`config.mk`:
```
export PLATFORM = sky130hd
export DESIGN_NAME = hazard_stall_ctrl
export DESIGN_NICKNAME = d
export VERILOG_FILES = /design/src/rtl/hazard_stall_ctrl.sv
export SDC_FILE = /design/constraint.sdc
export NUM_CORES = 1
export LEC_CHECK = 0
export CORE_MARGIN = 10
export CORE_UTILIZATION = 40
export CTS_BUF_LIST = sky130_fd_sc_hd__clkbuf_4 sky130_fd_sc_hd__clkbuf_8
export DETAILED_ROUTE_END_ITERATION = 10
export GPL_TIMING_DRIVEN = 0
export PLACE_DENSITY = 0.7
export REMOVE_ABC_BUFFERS = 1
export SLEW_MARGIN = 10
export SYNTH_ARGS = -nofsm -noshare
export SYNTH_HDL_FRONTEND = slang
export SYNTH_SLANG_ARGS = --single-unit
```
`constraint.sdc`:
```
create_clock -name clk -period 4.1 [get_ports clk]
set_input_delay 0.41 -clock clk [delete_from_list [all_inputs] [get_ports clk]]
set_output_delay 0.41 -clock clk [all_outputs]
set_load 0.02 [all_outputs]
```
`src/rtl/hazard_stall_ctrl.sv`:
```
// Load-use hazard detection and IF/ID stall/flush sequencing for the
// 16-bit pipeline, with a saturating stall-cycle counter.
module hazard_stall_ctrl #(
  parameter int REG_W     = 3,
  parameter int MEM_LAT   = 2,
  parameter int FLUSH_LAT = 1,
  parameter int CNT_W     = 16
) (
  input  logic             clk,
  input  logic             rst_n,
  input  logic [REG_W-1:0] id_rs1,
  input  logic [REG_W-1:0] id_rs2,
  input  logic             id_use_rs1,
  input  logic             id_use_rs2,
  input  logic [REG_W-1:0] ex_rd,
  input  logic             ex_mem_read,
  input  logic             branch_taken,
  output logic             stall,
  output logic             pc_write_en,
  output logic             ifid_write_en,
  output logic             ifid_flush,
  output logic             idex_bubble,
  output logic             busy,
  output logic [CNT_W-1:0] stall_count
);

  typedef enum logic [1:0] {
    IDLE  = 2'd0,
    STALL = 2'd1,
    FLUSH = 2'd2
  } state_t;

  localparam logic [2:0] MEM_REM = 3'(MEM_LAT - 1);
  localparam logic [2:0] FL_REM  = 3'(FLUSH_LAT - 1);

  state_t           state_q;
  logic [2:0]       rem_q;
  logic [CNT_W-1:0] cnt_q;
  logic             hazard;
  logic             stall_c;
  logic             flush_c;

  assign hazard = ex_mem_read & (ex_rd != '0) &
                  ((id_use_rs1 & (id_rs1 == ex_rd)) |
                   (id_use_rs2 & (id_rs2 == ex_rd)));

  // Branch wins over a hazard in the same IDLE cycle.
  always_comb begin
    stall_c = 1'b0;
    flush_c = 1'b0;
    unique case (state_q)
      IDLE: begin
        if (branch_taken)
          flush_c = 1'b1;
        else if (hazard)
          stall_c = 1'b1;
      end
      STALL:   stall_c = 1'b1;
      FLUSH:   flush_c = 1'b1;
      default: ;
    endcase
  end

  // Reset forces the pipeline-facing controls to their run values.
  assign stall         = rst_n & stall_c;
  assign ifid_flush    = rst_n & flush_c;
  assign idex_bubble   = stall | ifid_flush;
  assign pc_write_en   = ~stall;
  assign ifid_write_en = ~stall;
  assign busy          = rst_n & (state_q != IDLE);
  assign stall_count   = rst_n ? cnt_q : '0;

  always_ff @(posedge clk) begin
    if (!rst_n) begin
      state_q <= IDLE;
      rem_q   <= '0;
      cnt_q   <= '0;
    end else begin
      if (stall_c && !(&cnt_q))
        cnt_q <= cnt_q + 1'b1;
      unique case (state_q)
        IDLE: begin
          if (branch_taken) begin
            if (FLUSH_LAT > 1) begin
              state_q <= FLUSH;
              rem_q   <= FL_REM;
            end
          end else if (hazard) begin
            if (MEM_LAT > 1) begin
              state_q <= STALL;
              rem_q   <= MEM_REM;
            end
          end
        end
        STALL, FLUSH: begin
          rem_q <= rem_q - 3'd1;
          if (rem_q == 3'd1)
            state_q <= IDLE;
        end
        default: begin
          state_q <= IDLE;
          rem_q   <= '0;
        end
      endcase
    end
  end

endmodule

```
== Word level (Yosys, flattened, before mapping) ==
Index checks and enable logic that the tools add are counted.

* Add/sub/neg operators: 2
* Eq/ne operators: 8
* Muxes and demuxes: 13
* Bitwise gates (word level): 10
* Reduce and logical (&&, ||, !) cells: 9

{| class="wikitable"
|+ Operator list
! kind !! number
|-
| $add 16x1->16 const B || 1
|-
| $mux 16 || 1
|-
| $reduce_and 16->1 || 1
|-
| $and 1x1->1 || 7
|-
| $eq 3x3->1 || 2
|-
| $mux 2 || 3
|-
| $mux 3 || 2
|-
| $ne 2x2->1 const B || 3
|-
| $pmux 3 s2 || 1
|-
| $pmux 1 s2 || 2
|-
| $pmux 2 s2 || 1
|-
| $eq 3x1->1 const B || 1
|-
| $mux 1 || 3
|-
| $reduce_and 3->1 || 1
|-
| $reduce_bool 3->1 || 1
|-
| $sub 3x1->3 const B || 1
|-
| $eq 2x1->1 const B || 1
|-
| $eq 2x2->1 const B || 1
|-
| $logic_not 2->1 || 1
|-
| $or 1x1->1 || 2
|-
| $reduce_and 2->1 || 1
|-
| $reduce_bool 2->1 || 1
|-
| $reduce_or 2->1 || 1
|-
| $logic_and 1x1->1 || 1
|-
| other kinds (2) || 2
|}

* Register bits after elaboration: 21

== Depth between registers and ports, before layout ==
Gate-level depths: netlist of run 1.

* Depth after elaboration: 9
* Depth in mapped cells: 7
* Gate-level depth less buffers: 7

== Worst setup path after synthesis of run 1 ==
Ideal clock, no wire load.

* Kind: input -> output
* Start: input ex_rd[0]
* End: output pc_write_en
* Data arrival time: 1.615 ns
* Required time: 3.690 ns
* Setup slack: 2.075 ns
* Stages on the path: 6
* Path buffers: 1
* Path through: or3_1 nand3_1 a21oi_1 or2_2 nand2_1 buf_4

* Longest elaborated chain between the ends: 9
* Elaborated cells between the ends (all ways): 13

{| class="wikitable"
|+ RTL lines
! item !! RTL line !! source
|-
| start, declared || 15 || <nowiki>input logic [REG_W-1:0] ex_rd,</nowiki>
|-
| $eq 3x3->1 (on tied branches) || 44, 45 ||
|-
| $and 1x1->1 (on tied branches) || 44, 45 ||
|-
| $or 1x1->1 || 44 || <nowiki>((id_use_rs1 & (id_rs1 == ex_rd)) |</nowiki>
|-
| $and 1x1->1 (*) || 43 || <nowiki>assign hazard = ex_mem_read & (ex_rd != '0) &</nowiki>
|-
| $mux 1 (*) || 55 || <nowiki>else if (hazard)</nowiki>
|-
| $mux 1 (*) || 53 || <nowiki>if (branch_taken)</nowiki>
|-
| $pmux 1 s2 (*) || 51 || <nowiki>unique case (state_q)</nowiki>
|-
| $and 1x1->1 (*) || 65 || <nowiki>assign stall = rst_n & stall_c;</nowiki>
|-
| $not 1->1 (*) || n/a ||
|-
| end, declared || 19 || <nowiki>output logic pc_write_en,</nowiki>
|}

Every way passes the cells marked *; elsewhere a longest branch is shown, timed or not.

== Final worst setup path of run 1 ==
* Start: input rst_n
* End: output ifid_flush

* Longest elaborated chain between the ends: 1

{| class="wikitable"
|+ RTL lines
! item !! RTL line !! source
|-
| start, declared || 10 || <nowiki>input logic rst_n,</nowiki>
|-
| $and 1x1->1 || 66 || <nowiki>assign ifid_flush = rst_n & flush_c;</nowiki>
|-
| end, declared || 21 || <nowiki>output logic ifid_flush,</nowiki>
|}

No other way between the ends.

==> results of run 1 <==
layout make-up:
cell class | instances | area [um2] | share of cell area
clock buffers | 3 | 22.5 | 0.0137
inverters | 7 | 26.3 | 0.0160
multi-input cells | 115 | 790 | 0.481
flip-flops and latches | 20 | 400 | 0.244
well taps | 33 | 41.3 | 0.0252
repair buffers | 36 | 360 | 0.220
flip-flops by register name, summed over array words and instances (netlist names):
| signal | flops |
|---|---|
| cnt_q | 16 |
| rem_q | 3 |
| state_q | 1 |
through the flow:
stage	power [mW]	cell area [um2]	hold WS, ps	instances	utilization
after floorplan	0.231	1220	449	142	-
after global placement	0.258	1620	469	211	0.539
after detailed placement	0.259	1620	478	211	0.539
after CTS	0.359	1640	496	214	0.546
after global routing	0.369	1640	530	214	0.546
final	0.353	1640	495	214	0.546
cell usage in the layout (no fill, tap or decap), drive strengths merged, types with 2 or more instances in the layout:
cell type      count
a21oi              4
and3               3
nor2              25
inv                7
dfxtp             20
xnor2              9
nand3             11
ha                 3
nor2b              2
clkbuf             3
and2              18
and4               3
nand4              6
xor2               7
nand2              5
clkdlybuf4s50     36
mux2               4
where the power goes:
group / leakage (nW) / switching, mW / internal (mW)
clock: 0.0138 / 0.0641 / 0.0344
sequential: 0.161 / 0.00230 / 0.196
combinational: 0.442 / 0.0280 / 0.0277
total: 0.617 / 0.0944 / 0.258
cell families (layout without fill, tap and decap cells):
| group | count (synthesis) | after routing | synth area share |
|---|---|---|---|
| simple gates | 81 | 81 | 0.377 |
| flops | 20 | 20 | 0.322 |
| xor+xnor | 16 | 16 | 0.113 |
| buf+inv | 13 | 46 | 0.0423 |
| compound gates | 10 | 10 | 0.0624 |
| mux | 5 | 5 | 0.0534 |
| fa+ha+maj | 3 | 3 | 0.0302 |
worst max path at each step:
stage          slack, ps     start  cells after the start          to
6_report            1010     rst_n                      4  ifid_flush
4_1_cts              940     rst_n                      4  ifid_flush
2_1_floorplan       1960  ex_rd[0]                      6       stall
5_1_grt              820     rst_n                      4  ifid_flush
3_3_place_gp        1010     rst_n                      4  ifid_flush
3_5_place_dp         940     rst_n                      4  ifid_flush
layer usage:
metal,GRT usage,vias up
met3,0.0573,4
met1,0.133,502
li1,-,567
met2,0.180,29
met4,0.0247,0
met5,0,-
worst reg2reg max path: cells and delay by family (launching register included):
kind	cells	cell delay (ps)
adders and majority gates	1	210
muxes	1	290
DFF	1	420
and+or+nand+nor	4	850
AOI/OAI and AO/OA	1	270
==> results.tsv, run 1 <==
metric	value	unit
post-synth top area share	0.322	
Setup Viol. Count Final	0	
status	finished clean	
vias	1102	
Min-Delay Endpoint	state_q[0]	
WP data arrival	2680	ps
CTS root buf	clkbuf_4	
pre-CTS setup slack	943	ps
Setup TNS	0	ps
critical path peak fanout	20	
sequential share of the synthesized area	0.322	
clock sink total	20	
FF+latch count, synth	20	
die area	5740	um2
Synth area leaders	dfxtp_1 (32%), and2_1 (8.6%), nor2_1 (6.6%), xnor2_1 (6.3%), xor2_1 (4.9%)	
CP Launch Type	input pin	
# fillers	293	
HPWL Detailed	2320	um
measured slew at the worst slew-check pin	637	ps
fin nets	201	
Synth Cell Area	1240	um2
top cell type by total area after synthesis	dfxtp_1	
CTS H-tree lvls	1	
core area	3000	um2
GPL Wtd Cong	0.763	
wire per inst	13.9	um
Reg2Reg Setup Slack	1960	ps
Top Metal Used	met4	
Yosys warning count	0	
cells after synthesis	148	
Leak	0.617	nW
DRT Pass-1 Iters	4	
Reg2Reg Depth	7	
average size of a mapped cell	8.39	um2
Tcrit/Tclk final	0.754	
VDD IR-drop max	0.111	mV
CP max stage cell	clkdlybuf4s50_1	
asr flop ratio synth	0	
grt total ovfl	0	
CTS resizes	0	
CP Cell Sequence	clkdlybuf4s50_1, inv_1, nor3_1, clkdlybuf4s50_1	
FMAX	323	MHz
final hold vios	0	
largest net degree at the start of global routing	21	
hold path start	rem_q[2]	
CP Capture Type	output port	
max incr delay on CP	850	ps
setup bufs post-CTS	0	
number of synthesized flops with an enable pin	0	
Slew Limit Fails	0	
Starting Density	0.414	
Area Overhead vs Synth	32.0	%
clk_skew	6.31	ps
unrepaired setup endpoints after global routing	false	
port bufs	36	
synth unique cells	40	
hold path depth	2	
Die Y-Extent	75.7	um
GRT Total Usage	0.113	
TritonCTS clock tree	built	
IO Count	37	
CTS max path bufs	2	
drt via density	5.15	
vias in the first global route	1089	
Crit path top cell by count	clkdlybuf4s50_1	
most instantiated library cell after synthesis	nor2_1	
post-route setup slack	1010	ps
CP bufs+invs	3	
max_cap viols	0	
min-delay worst type	reg2reg	
Horiz. Die Dim	75.7	um
Num CTS Buffers	3	
DR iter-0 viols	48	
prevailing post-synth register cell	dfxtp_1	
wire length on met1	1330	um
CTS clock-pin slew for the worst setup and hold paths	110	ps
Top delay family on crit path	buffers and inverters	
CP required	3690	ps
layout cells sized above 1	0.122	
Site Rows	20	
post-route ant nets	0	
clk_lat worst skew	310	ps
residual DRC count	0	
Worst R2R Start	cnt_q[0]	
list of most frequent post-synthesis cells	nor2_1 (22), dfxtp_1 (20), and2_1 (17), nand3_1 (10), xnor2_1 (9)	
Final Critical Period	3090	ps
hold_buf cts	0	
antenna violations before repair	0	
reg2reg end	cnt_q[14]	
first-pass GRT wire length	5100	um
final WL	2970	um
Slew HR	0.575	
Setup Crit Path Kind	in2out	
PwrDens	215	nW/um2
routed wl met2	1370	um
Antenna Cells	0	
met3 WL	255	um
No activity file was read; power rests on OpenSTA's default activity.
==> run 2, diff against run 1 <==
- clock period: 4.1 -> 3 ns (I/O delays scaled with it)
==> run 2 against run 1 <==
  * Hold slack worse by 4.5 ps
  * Via count increased by 0.64%
  * Clock power up 37%
  * Sequential cell count unchanged
  * Sequential share of layout area down 0.17 points
  * Count of clock-buffer cells in the layout unchanged
  * Total power is 37% higher
  * Die area stayed put
  * Critical path depth rose by 3
  * Register-to-register slack worse by 1100 ps
==> results.tsv, run 2 (synthesized netlist as in run 1, its figures left out) <==
metric	value	unit
status	finished clean	
Site Rows	20	
largest net degree at the start of global routing	21	
Largest register FFs	16	
post-route setup slack	321	ps
CP Launch Type	input pin	
fin nets	202	
total chip power	0.484	mW
switching power	0.131	mW
vias in the first global route	1089	
IO Count	37	
clk_lat worst skew	310	ps
Starting Density	0.414	
grt total ovfl	0	
CTS root buf	clkbuf_4	
TritonCTS clock tree	built	
VDD IR-drop max	0.151	mV
drt via density	5.16	
DRT Pass-1 Iters	4	
highest-count cells in the layout ignoring fill and taps	clkdlybuf4s50_1 (35), nor2_1 (22), dfxtp_1 (20), and2_1 (17), nand3_1 (10)	
Area Overhead vs Synth	32.9	%
residual DRC count	0	
CTS H-tree lvls	1	
Biggest register	cnt_q	
Post-Place Cells	211	
port bufs	36	
FMAX	373	MHz
min-delay worst type	reg2reg	
final WL	3060	um
post-route insts no fill	215	
Final Core Density	0.550	
Setup Viol. Count Final	0	
Slew HR	0.505	
register share of total power	0.560	
Tcrit/Tclk final	0.893	
final hold vios	0	
Die Y-Extent	75.7	um
Antenna Cells	0	
setup bufs post-CTS	0	
clock power share	0.279	
WP data arrival	2380	ps
vias	1109	
clk_skew	4.97	ps
Setup TNS	0	ps
CTS clock-pin slew for the worst setup and hold paths	110	ps
DR iter-0 viols	38	
layout cells sized above 1	0.132	
first-pass GRT wire length	5100	um
combinational power share	0.161	
Largest regs	cnt_q (16), rem_q (3), state_q (1)	
HPWL Detailed	2320	um
PwrDens	293	nW/um2
critical path peak fanout	4	
pre-CTS setup slack	62.5	ps
wire per inst	14.2	um
die area	5740	um2
antenna violations before repair	0	
unrepaired setup endpoints after global routing	false	
CTS max path bufs	2	
Slew Limit Fails	0	
leading cell type in the layout, fill and taps excluded	clkdlybuf4s50_1	
Horiz. Die Dim	75.7	um
core area	3000	um2
Cell Int Power	0.353	mW
Leak	0.621	nW
CP Capture Type	output port	
Setup Crit Path Kind	in2out	
GPL Wtd Cong	0.763	
switching share of power	0.271	
clock sink total	20	
GRT Total Usage	0.113	
CP required	2700	ps
measured slew at the worst slew-check pin	742	ps
max_cap viols	0	
post-route ant nets	0	
Final Critical Period	2680	ps
Num CTS Buffers	3	
run 2: cell types whose count changed in the layout (fill, tap and decap cells not counted), sizes merged:
cell,previous run,this run
dlymetal6s2s,0,1
clkdlybuf4s50,36,35
inv,7,6
clkinvlp,0,2
run 2: final cells by class:
class / instances / area (um2)
multi-input cells: 115 / 790
well taps: 33 / 41.3
fillers: 292 / 1350
repair inverters: 1 / 5.00
clock buffers: 3 / 22.5
repair buffers: 36 / 363
inverters: 7 / 30.0
flip-flops and latches: 20 / 400
run 2: what timing repair did:
item	in CTS	in global routing
endpoints found under the setup margin	0	2
hold buffers	0	0
gates resized for setup	0	2
run 2: through the flow:
step,hold slack (ps),instance area (um2)
3_3_place_gp,469,1620
4_1_cts,496,1640
5_1_grt,530,1650
6_report,490,1650
2_1_floorplan,422,1220
3_5_place_dp,478,1620
run 2: power by group through the flow:
stage / clock network (mW) / logic (mW) / registers [mW]
6_report: 0.135 / 0.0777 / 0.271
3_5_place_dp: 0 / 0.0768 / 0.277
4_1_cts: 0.142 / 0.0769 / 0.271
3_3_place_gp: 0 / 0.0751 / 0.277
5_1_grt: 0.150 / 0.0846 / 0.272
2_1_floorplan: 0 / 0.0386 / 0.277
run 2: worst paths after layout:
kind              depth (start not counted)  slack [ps]  startpoint       endpoint
setup / recovery                          7         320    ex_rd[0]  ifid_write_en
hold reg to reg                           2         490    rem_q[2]     state_q[0]
setup reg to reg                          7         850    cnt_q[0]      cnt_q[14]
hold / removal                            2         490    rem_q[2]     state_q[0]
run 2: routing by layer:
metal / vias to the layer above / part of all wire / track usage
met5: - / 0 / 0
met4: 0 / 0.0075 / 0.0247
met3: 4 / 0.083 / 0.0573
met2: 24 / 0.47 / 0.180
met1: 511 / 0.44 / 0.133
li1: 570 / - / -
run 2: worst max-delay path, cell delays in order:
cell             delay (ps)
clkdlybuf4s50_1         470
or3_1                   410
nand3_1                  90
a21oi_1                  50
or2_2                   300
nand2_1                 130
clkdlybuf4s50_1         630
